--- config.mk ---
export PLATFORM = sky130hd
export DESIGN_NAME = pipe_width_packer
export DESIGN_NICKNAME = d
export VERILOG_FILES = /design/src/rtl/pipe_pkg.sv /design/src/rtl/pipe_width_packer.sv
export SDC_FILE = /design/constraint.sdc
export NUM_CORES = 1
export LEC_CHECK = 0
export CAP_MARGIN = 20
export CORE_MARGIN = 10
export CORE_UTILIZATION = 48
export CTS_CLUSTER_SIZE = 28
export DETAILED_ROUTE_END_ITERATION = 6
export PLACE_DENSITY_LB_ADDON = 0.1
export SYNTH_ARGS = -nofsm -noshare
export SYNTH_HDL_FRONTEND = slang
export SYNTH_SLANG_ARGS = --single-unit
--- constraint.sdc ---
create_clock -name clk -period 1.32 [get_ports clk]
set_input_delay 0.33 -clock clk [delete_from_list [all_inputs] [get_ports clk]]
set_output_delay 0.33 -clock clk [all_outputs]
set_load 0.02 [all_outputs]
--- src/rtl/pipe_pkg.sv ---
// pipe_pkg: shared widths, helpers and types for the pipeline width converters.
package pipe_pkg;
   localparam int DEF_IN_DWIDTH  = 8;
   localparam int DEF_RATIO      = 4;
   localparam int DEF_OUT_DWIDTH = DEF_IN_DWIDTH * DEF_RATIO;
   typedef logic [DEF_RATIO-1:0] keep_t;
   // $clog2(2) is 1 but $clog2(1) is 0, so clamp to keep a real counter bit.
   function automatic int cnt_width(input int ratio);
      return (ratio <= 2) ? 1 : $clog2(ratio);
   endfunction
   function automatic int out_dwidth(input int in_dwidth, input int ratio);
      return in_dwidth * ratio;
   endfunction
endpackage

--- src/rtl/pipe_width_packer.sv ---
// pipe_width_packer: packs RATIO narrow beats into one wide word; i_last closes a partial word.
module pipe_width_packer
   import pipe_pkg::*;
#(
   parameter int IN_DWIDTH  = DEF_IN_DWIDTH,
   parameter int RATIO      = DEF_RATIO,
   parameter int OUT_DWIDTH = out_dwidth(IN_DWIDTH, RATIO)
) (
   input  logic                  clk,
   input  logic                  rstn,
   input  logic [IN_DWIDTH-1:0]  i_data,
   input  logic                  i_valid,
   input  logic                  i_last,
   output logic                  o_ready,
   output logic [OUT_DWIDTH-1:0] o_data,
   output logic [RATIO-1:0]      o_keep,
   output logic                  o_last,
   output logic                  o_valid,
   input  logic                  i_ready
);
   localparam int             CW      = cnt_width(RATIO);
   localparam logic [CW-1:0]  CNT_MAX = CW'(RATIO - 1);

   logic [OUT_DWIDTH-1:0] acc_rg, acc_d, data_rg, data_d, merged_data;
   logic [RATIO-1:0]      kacc_rg, kacc_d, keep_rg, keep_d, merged_keep;
   logic [CW-1:0]         cnt_rg, cnt_d;
   logic                  last_rg, last_d, valid_rg, valid_d;
   logic                  acc_in, acc_out, completing;

   assign o_ready    = ~valid_rg | i_ready;
   assign acc_in     = i_valid & o_ready;
   assign acc_out    = valid_rg & i_ready;
   assign completing = (cnt_rg == CNT_MAX) | i_last;
   assign o_data     = data_rg;
   assign o_keep     = keep_rg;
   assign o_last     = last_rg;
   assign o_valid    = valid_rg;

   always_comb begin
      merged_data = acc_rg;
      merged_keep = kacc_rg;
      for (int k = 0; k < RATIO; k++) begin
         if (cnt_rg == CW'(k)) begin
            merged_data[k*IN_DWIDTH +: IN_DWIDTH] = i_data;
            merged_keep[k] = 1'b1;
         end
      end
      acc_d   = acc_rg;
      kacc_d  = kacc_rg;
      cnt_d   = cnt_rg;
      data_d  = data_rg;
      keep_d  = keep_rg;
      last_d  = last_rg;
      valid_d = acc_out ? 1'b0 : valid_rg;
      if (acc_in && completing) begin
         data_d  = merged_data;
         keep_d  = merged_keep;
         last_d  = i_last;
         valid_d = 1'b1;
         acc_d   = '0;
         kacc_d  = '0;
         cnt_d   = '0;
      end else if (acc_in) begin
         acc_d  = merged_data;
         kacc_d = merged_keep;
         cnt_d  = cnt_rg + 1'b1;
      end
   end

   always_ff @(posedge clk) begin
      if (!rstn) begin
         acc_rg   <= '0;
         kacc_rg  <= '0;
         cnt_rg   <= '0;
         data_rg  <= '0;
         keep_rg  <= '0;
         last_rg  <= 1'b0;
         valid_rg <= 1'b0;
      end else begin
         acc_rg   <= acc_d;
         kacc_rg  <= kacc_d;
         cnt_rg   <= cnt_d;
         data_rg  <= data_d;
         keep_rg  <= keep_d;
         last_rg  <= last_d;
         valid_rg <= valid_d;
      end
   end
endmodule

==> results.md, run 1 <==
- RSZ-0062 raised after global routing: yes
- Endpoints failing hold: 0
- R2R setup slack: -0.19 ns
- CTS Sinks: 76
- Reg2Reg Depth: 6
- Hold EP: o_keep[3]
- CTS Buf Count: 9
- Hold path depth: 3
- Clk Latency, worst-skew pair: 0.35 ns
- I/O Pins: 52
- Fraction of layout instances using a drive strength above 1: 41.5%
- IO buf count: 51
- Final min period: 1.51 ns
- Tcrit/Tclk final: 114%
- Final core occ: 72.2%
- Type of the worst min-delay path: input port to register
- Sequential fraction of the synthesis area: 45.9%
- Place WS: -0.671 ns
- # setup viols final: 75
- Synth top area cells: dfxtp_1, mux2_2, mux2i_1
- Crit-path max FO: 7
- Kind of critical path: register to register
- Met1 wire length: 4130 um
- PnR Total Power: 0.00506 W
- Final WL: 9820 um
- Ys flop type: dfxtp_1
- Gate Count Post-Synth: 364
- Ys Warns: 0
- Met2 WL: 4770 um
- Worst setup margin: -0.190 ns
- Hold_buf cts: 0
- Number of synthesized register bits: 76
- Top post-synthesis cells by count: dfxtp_1, nand2_1, mux2i_1
- Fillers: 504
- Antenna violations before repair: 0
- Root buf cell: clkbuf_8
- Design Area, Final: 4880 um^2
- Placed cell area: 4070 um^2
- Aggregate global-route resource usage: 17.7%
- R2R Path Start: cnt_rg[0]
- Layout Skew: 0.00834 ns
- CP Capture Type: register
- Critical Path RT: 1.56 ns
- WHS: 0.345 ns
- Worst VDD drop: 767 uV
- Pleak: 2.03 nW
- Num rows: 30
- Arrival time at the worst endpoint: 1.75 ns
- Startpoint Class: register
- Max Used Layer: met4
- Die Wd: 103 um
- Die footprint: 10,600 um^2
- Max H-tree Level: 3
- Initial Util: 49.1%
- Avg Cell Area, Syn: 9.11 um^2
- Max Slew Vio Count: 0
- Failing checks: setup timing
- Core area: 6760 um^2
- Number of flops mapped to enable cells by yosys: 0
- WL met3: 668 um
- Slew HR: 73.0%
- Antenna diodes: 0
- DR iter-0 viols: 136
- Count of cell types in the netlist: 24
- Via count: 3,005
- Leading area contributor after synthesis: dfxtp_1
- First-pass GRT wire length: 14,800 um
- CTS tree: yes
- Dpl hpwl: 5340 um
- FF-to-FF End: o_data[17]
- Status: complete, but fails checks
- MaxCap Viol Count: 0
- Post-Synthesis Cell Area: 3320 um^2
- Worst-margin pin slew: 0.404 ns
- Vias per cell: 5.62
- Pwr dens: 1040 nW/um^2
- WL/cell: 18.4 um
- Yosys top cell area share: 45.9%
- Die height: 103 um
- Clock Pin Slew Worst Setup and Hold Paths: 0.08 ns
- Syn Nets: 381
- Max Fclk: 662 MHz
- Detail Route Antenna Nets: 0
- Placer Congestion: 0.789
- Vias in the first global route: 2,957
- Post-synth ARST share: 0%
- Post-route DRC violation count: 0
- Largest net degree at the start of global routing: 42
- Dominant cell by count in the synthesized netlist: dfxtp_1
- Clock buffer depth: 2
- Area grow syn2layout: 47.2%
- Initial DRT Pass Iterations: 4
- GRT overflow: 0
- # nets final: 467
- Hold Path Origin: rstn
[report_power, final]
| group | switching [W] | internal, W | total (W) |
|---|---|---|---|
| clock | 0.000897 | 0.000921 | 0.00182 |
| combinational | 0.000435 | 0.000427 | 0.000861 |
| sequential | 0.0000317 | 0.00235 | 0.00238 |
| total | 0.00136 | 0.00370 | 0.00506 |
[critical path, stage by stage (launching register included)]
cell	delay (ns)
dfxtp_2	0.37
ha_4	0.14
nor2_2	0.04
or3_4	0.40
buf_12	0.17
buf_16	0.14
mux2i_2	0.14
[cells by family (layout without fill, tap and decap cells)]
kind of cell	Yosys count	in the layout	synth area share [%]
adders and majority gates	4	4	1.51
AOI/OAI and AO/OA	65	65	10.3
buffers and inverters	36	127	5.47
and+or+nand+nor	116	116	15.4
muxes	67	67	21.4
DFF	76	76	45.9
[layout by cell type (no fill, tap or decap), types with 2 or more instances in the layout]
master and count:
clkdlybuf4s15_2 26, buf_6 16, nand2_2 5, nor2_1 4, and3_4 7, clkinvlp_4 2
buf_16 3, o21ai_2 3, mux2i_1 34, nand3_2 3, clkbuf_2 4, inv_1 2
o21ai_0 18, dfxtp_1 73, mux2_2 26, buf_12 8, dlygate4sd2_1 3, a21oi_1 23
o21ai_1 8, ha_4 4, nand3_1 22, clkbuf_16 3, buf_2 9, nand2_1 65
and2_4 2, clkbuf_8 10, dfxtp_2 2, mux2_4 6, a21oi_2 7, buf_4 25
clkinv_2 3, clkdlybuf4s50_1 8
[state kept, by name, summed over array words and instances (netlist names)]
register / count
o_last: 1
kacc_rg: 4
o_data: 32
o_keep: 4
cnt_rg: 2
acc_rg: 32
o_valid: 1
[worst max-delay path by stage]
stage | start | to | slack [ns] | depth (start not counted)
finish | cnt_rg[0] | o_data[17] | -0.19 | 6
floorplan | o_valid | acc_rg[28] | -0.11 | 6
global route | cnt_rg[1] | o_data[17] | -0.22 | 6
detailed placement | i_ready | o_ready | -0.67 | 4
CTS | o_valid | o_ready | -0.16 | 3
global placement | i_ready | o_ready | -0.65 | 4
[per-layer routing]
metal | track usage (%) | vias up
met5 | 0 | -
met2 | 28.9 | 125
met1 | 21.7 | 1436
met3 | 4.02 | 22
li1 | - | 1422
met4 | 8.02 | 0
[stage by stage]
step	TNS, ns	instances
final	-10.66	535
after floorplan	-3.87	364
after CTS	-8.03	528
after global placement	-40.54	497
after global routing	-13.69	535
after detailed placement	-41.03	497
[area by class of cell]
type	count	area (um^2)	area share, %
multi-input cells	252	1860	38.1
flip-flops and latches	76	1530	31.3
repair buffers	106	1160	23.9
clock buffers	10	138	2.82
well taps	80	100	2.05
clock inverters	6	63.8	1.31
inverters	5	27.5	0.564
[timing repair]
| action | 4_1_cts | 5_1_grt |
|---|---|---|
| gates cloned | 6 | 3 |
| setup buffers | 9 | 6 |
| endpoints found under the setup margin | 115 | 89 |
| pin swaps | 4 | 8 |
| resized for setup | 159 | 69 |
Power figures use the tool's default switching activity.
==> inputs of run 2 (changes only) <==
--- a/config.mk
+++ b/config.mk
@@ -10,7 +10,7 @@
 export CORE_UTILIZATION = 48
 export CTS_CLUSTER_SIZE = 28
 export DETAILED_ROUTE_END_ITERATION = 6
-export PLACE_DENSITY_LB_ADDON = 0.1
+export PLACE_DENSITY = 0.75
 export SYNTH_ARGS = -nofsm -noshare
 export SYNTH_HDL_FRONTEND = slang
 export SYNTH_SLANG_ARGS = --single-unit
==> run 2 against run 1 <==
The flow still finishes with violations (setup timing). Final cell count shrank 3.4%. Core utilization shrank 1.9 points. Design area shrank 2.7%. Clock skew grew 0.00096 ns. Fmax grew 0.49%.
==> results.md, run 2 (synthesized netlist as in run 1, its figures left out) <==
- Status: complete, but fails checks
- Failing checks: setup timing
- Die height: 103 um (unchanged)
- Layout Skew: 0.00929 ns (+0.000956 ns)
- WHS: 0.359 ns (+0.0146 ns)
- First-pass GRT wire length: 15,300 um (+3.9%)
- Worst path bufs/invs: 2 (unchanged)
- CP Capture Type: register
- Hold_buf cts: 0 (unchanged)
- Startpoint Class: register
- Clock Pin Slew Worst Setup and Hold Paths: 0.08 ns (about the same)
- Max Fclk: 666 MHz (+0.49%)
- Initial DRT Pass Iterations: 4 (unchanged)
- DR iter-0 viols: 139 (+2.2%)
- Worst setup margin: -0.183 ns (+0.00729 ns)
- Hold Path Origin: rstn
- Initial Util: 49.1% (unchanged)
- R2R setup slack: -0.18 ns (about the same)
- Post-route DRC violation count: 0 (unchanged)
- GRT overflow: 0 (unchanged)
- # setup viols final: 76 (+1.3%)
- Largest net degree at the start of global routing: 58 (+38%)
- Hold path depth: 3 (unchanged)
- Worst-margin pin slew: 0.380 ns (-0.0237 ns)
- Worst path cell trace: ha_4 > nor2_2 > or3_4 > buf_12 > buf_16 > mux2i_1
- Worst VDD drop: 624 uV (-19%)
- WL/cell: 20.3 um (+11%)
- Root buf cell: clkbuf_8
- CTS Buf Count: 9 (unchanged)
- Vias per cell: 5.75 (+2.3%)
- Critical Path RT: 1.55 ns (about the same)
- Kind of critical path: register to register
- PnR Total Power: 0.00476 W (-5.9%)
- Final min period: 1.50 ns (-0.00729 ns)
- Die footprint: 10,600 um^2 (unchanged)
- Place WS: -0.640 ns (+0.0306 ns)
- # nets final: 452 (-3.2%)
- Slew HR: 74.6% (+1.6 points)
- Tcrit/Tclk final: 114% (-0.55 points)
- Final WL: 10,500 um (+6.8%)
- Hold EP: o_keep[3]
- Arrival time at the worst endpoint: 1.73 ns (-0.02 ns)
- Type of the worst min-delay path: input port to register
- Most frequent cells in the layout: dfxtp_1, nand2_1, mux2i_1
- Vias in the first global route: 2,954 (-0.10%)
- Final core occ: 70.3% (-1.9 points)
- Clk Latency, worst-skew pair: 0.35 ns (about the same)
- Aggregate global-route resource usage: 18.8% (+1.1 points)
- Reg2Reg Depth: 6 (unchanged)
- Via count: 2,972 (-1.1%)
- Detail Route Antenna Nets: 0 (unchanged)
- Area grow syn2layout: 43.2%
- Crit-path max cell delay: 0.40 ns (about the same)
- CTS tree: yes
- Pwr dens: 1000 nW/um^2 (-3.3%)
- Clock buffer depth: 2 (unchanged)
- FF-to-FF End: o_keep[2]
- Pleak: 1.91 nW (-5.9%)
- Commonest non-fill, non-tap cell in the layout: dfxtp_1
- I/O Pins: 52 (unchanged)
- Dpl hpwl: 5320 um (-0.36%)
- Placer Congestion: 0.822 (+4.2%)
- Endpoints failing hold: 0 (unchanged)
- Setup TNS: -11.76 ns (-1.10 ns)
- Fraction of layout instances using a drive strength above 1: 42.8% (+1.3 points)
- Cell at the slowest stage of the critical path: or3_4
- IO buf count: 51 (unchanged)
- RSZ-0062 raised after global routing: yes
- Num rows: 30 (unchanged)
- R2R Path Start: cnt_rg[1]
- Max H-tree Level: 3 (unchanged)
- MaxCap Viol Count: 0 (unchanged)
- Antenna diodes: 0 (unchanged)
- Core area: 6760 um^2 (unchanged)
- Antenna violations before repair: 0 (unchanged)
- CP top delay family: simple AND/OR/NAND/NOR gates
- Max Slew Vio Count: 0 (unchanged)
- Crit-path max FO: 6 (-1)
- CTS Sinks: 76 (unchanged)
- Die Wd: 103 um (unchanged)
## run 2: repair_timing
item,CTS,global route
setup buffers,10,2
setup endpoints to repair,115,89
pin swaps,9,4
gates resized for setup,181,58
cloned,7,0
endpoints found under the hold margin,0,0
## run 2: final cells by class
type	instances	area (um^2)
Clock buffer	13	149
Inverter	5	23.8
Sequential cell	76	1530
Timing Repair Buffer	91	1010
Fill cell	478	2010
Tap cell	80	100
Multi-Input combinational cell	252	1930
## run 2: worst max-delay path by stage
stage / from / endpoint / slack [ns] / cells past startpoint
global route: cnt_rg[1] / acc_rg[14] / -0.22 / 7
global placement: i_valid / acc_rg[27] / -0.64 / 5
CTS: cnt_rg[0] / acc_rg[28] / -0.15 / 6
floorplan: o_valid / acc_rg[28] / -0.11 / 6
finish: cnt_rg[1] / o_keep[2] / -0.18 / 6
detailed placement: i_valid / acc_rg[27] / -0.64 / 5
## run 2: metal layers
metal / GRT usage [%] / routed length (um)
met1: 21.8 / 4220
met2: 32.6 / 5210
met3: 4.22 / 771
met4: 8.02 / 293
met5: 0 / 0
## run 2: through the flow
stage	instance area [um^2]	cells
CTS	4690	517
detailed placement	4020	488
global placement	4020	488
finish	4750	517
global route	4750	517
floorplan	3340	364
## run 2: worst reg2reg max path, stage by stage, from the launching register on
cell	delay (ns)
dfxtp_2	0.36
ha_4	0.14
nor2_2	0.04
or3_4	0.40
buf_12	0.17
buf_16	0.15
mux2i_1	0.12
## run 2: report_power, final
part / total (W) / internal, W / switching (W)
Combinational: 0.000869 / 0.000413 / 0.000456
Sequential: 0.00239 / 0.00235 / 0.0000333
Clock: 0.00151 / 0.000707 / 0.000802
==> edit: new RTL, config.mk and constraints of run 1 <==
Change the package constant `DEF_IN_DWIDTH` from 8 to 9.
--- a/src/rtl/pipe_pkg.sv
+++ b/src/rtl/pipe_pkg.sv
@@ -1,6 +1,6 @@
 // pipe_pkg: shared widths, helpers and types for the pipeline width converters.
 package pipe_pkg;
-   localparam int DEF_IN_DWIDTH  = 8;
+   localparam int DEF_IN_DWIDTH  = 9;
    localparam int DEF_RATIO      = 4;
    localparam int DEF_OUT_DWIDTH = DEF_IN_DWIDTH * DEF_RATIO;
    typedef logic [DEF_RATIO-1:0] keep_t;
Ports: changed (resized i_data and o_data); port bits go from 52 to 57. No check against the original RTL was run, so the function may have changed too.
==> edit against run 1 <==
The flow still finishes with violations (setup timing); synthesized area increased by 10%; die area rose by 8.1%; critical path depth decreased by 1; wire length fell by 6.2%; worst setup slack improved by 83 ps; power increased by 9.7%; core utilization fell by 6.4 points; design area fell by 1.1%; sequential cell count grew 8.
==> edit: results <==
outcome:
  outcome: "finished, violations left"
  violations: "setup timing"
route:
  drtIter0Drc: 154
  wirelength_um: 9217
  vias: 3073
sta:
  hold_ws_ps: 380.5
  tns_ps: -4306
  slew_headroom: 0.7361
  worst_slack_ps: -106.7
  setup-violations-final: 78
  finClkSkew_ps: 9.752
synthesis:
  synth_fa_ha_area_frac: 0.01371
  syn_nets: 418
  ys_types: 25
  yosysSeqAreaShare: 0.4607
  synth_commonest_cells: "dfxtp_1, nand2_1, mux2i_1"
  synthTopCellsByArea: "dfxtp_1, mux2_2, mux2i_1"
  synth_compound_area_frac: 0.1032
grt:
  grt.total_usage: 0.1609
  grt_max_degree: 37
  grt_pass1_vias: 2904
  grt_pass1_wl_um: 14910
power:
  powerSeq_mw: 2.63
  p_comb_frac: 0.130
  ir_worst_vdd_mv: 0.7247
  total_leakage_power_nw: 2.031
critical_path:
  crit_end: "acc_rg[32]"
  crit_path_max_fanout: 14
  crit_arrival_ps: 1680
place:
  dpl.cell_count: 560
  placed_area_um2: 4516
  place_ws_ps: -687.8
  portBuffers: 56
  dp_hpwl_um: 6003
  gp_congestion: 0.8387
final_layout:
  drive_gt1_frac: 0.3208
min_path:
  holdPathEnd: "o_data[30]"
clock_network:
  postCtsSetupRepairBufs: 0
[edit: cell types whose count changed after synthesis, moves of 4 or more]
cell / run 1 / this run
buf_2: 1 / 9
dfxtp_1: 76 / 84
nand2_1: 71 / 79
clkbuf_1: 24 / 17
mux2_2: 32 / 36
mux2i_1: 35 / 39
[edit: final cells by class]
class	instances	area [um^2]
inverters	5	21.27
repair buffers	95	887.1
clock inverters	4	97.59
fillers	646	2505
flip-flops and latches	84	1690
multi-input cells	278	1864
well taps	99	123.9
clock buffers	11	141.4
[edit: metal layers]
| metal | up-vias | GRT usage | share of wire |
|---|---|---|---|
| li1 | 1520 | - | - |
| met1 | 1463 | 0.2086 | 0.46 |
| met2 | 74 | 0.2474 | 0.46 |
| met3 | 16 | 0.04072 | 0.062 |
| met4 | 0 | 0.06867 | 0.017 |
| met5 | - | 0 | 0 |
[edit: repair_timing]
action	CTS	global route
endpoints found under the setup margin	127	99
hold buffers	0	0
gates resized for setup	154	24
pin swaps	0	1
cloned	1	0
hold endpoints to repair	0	0
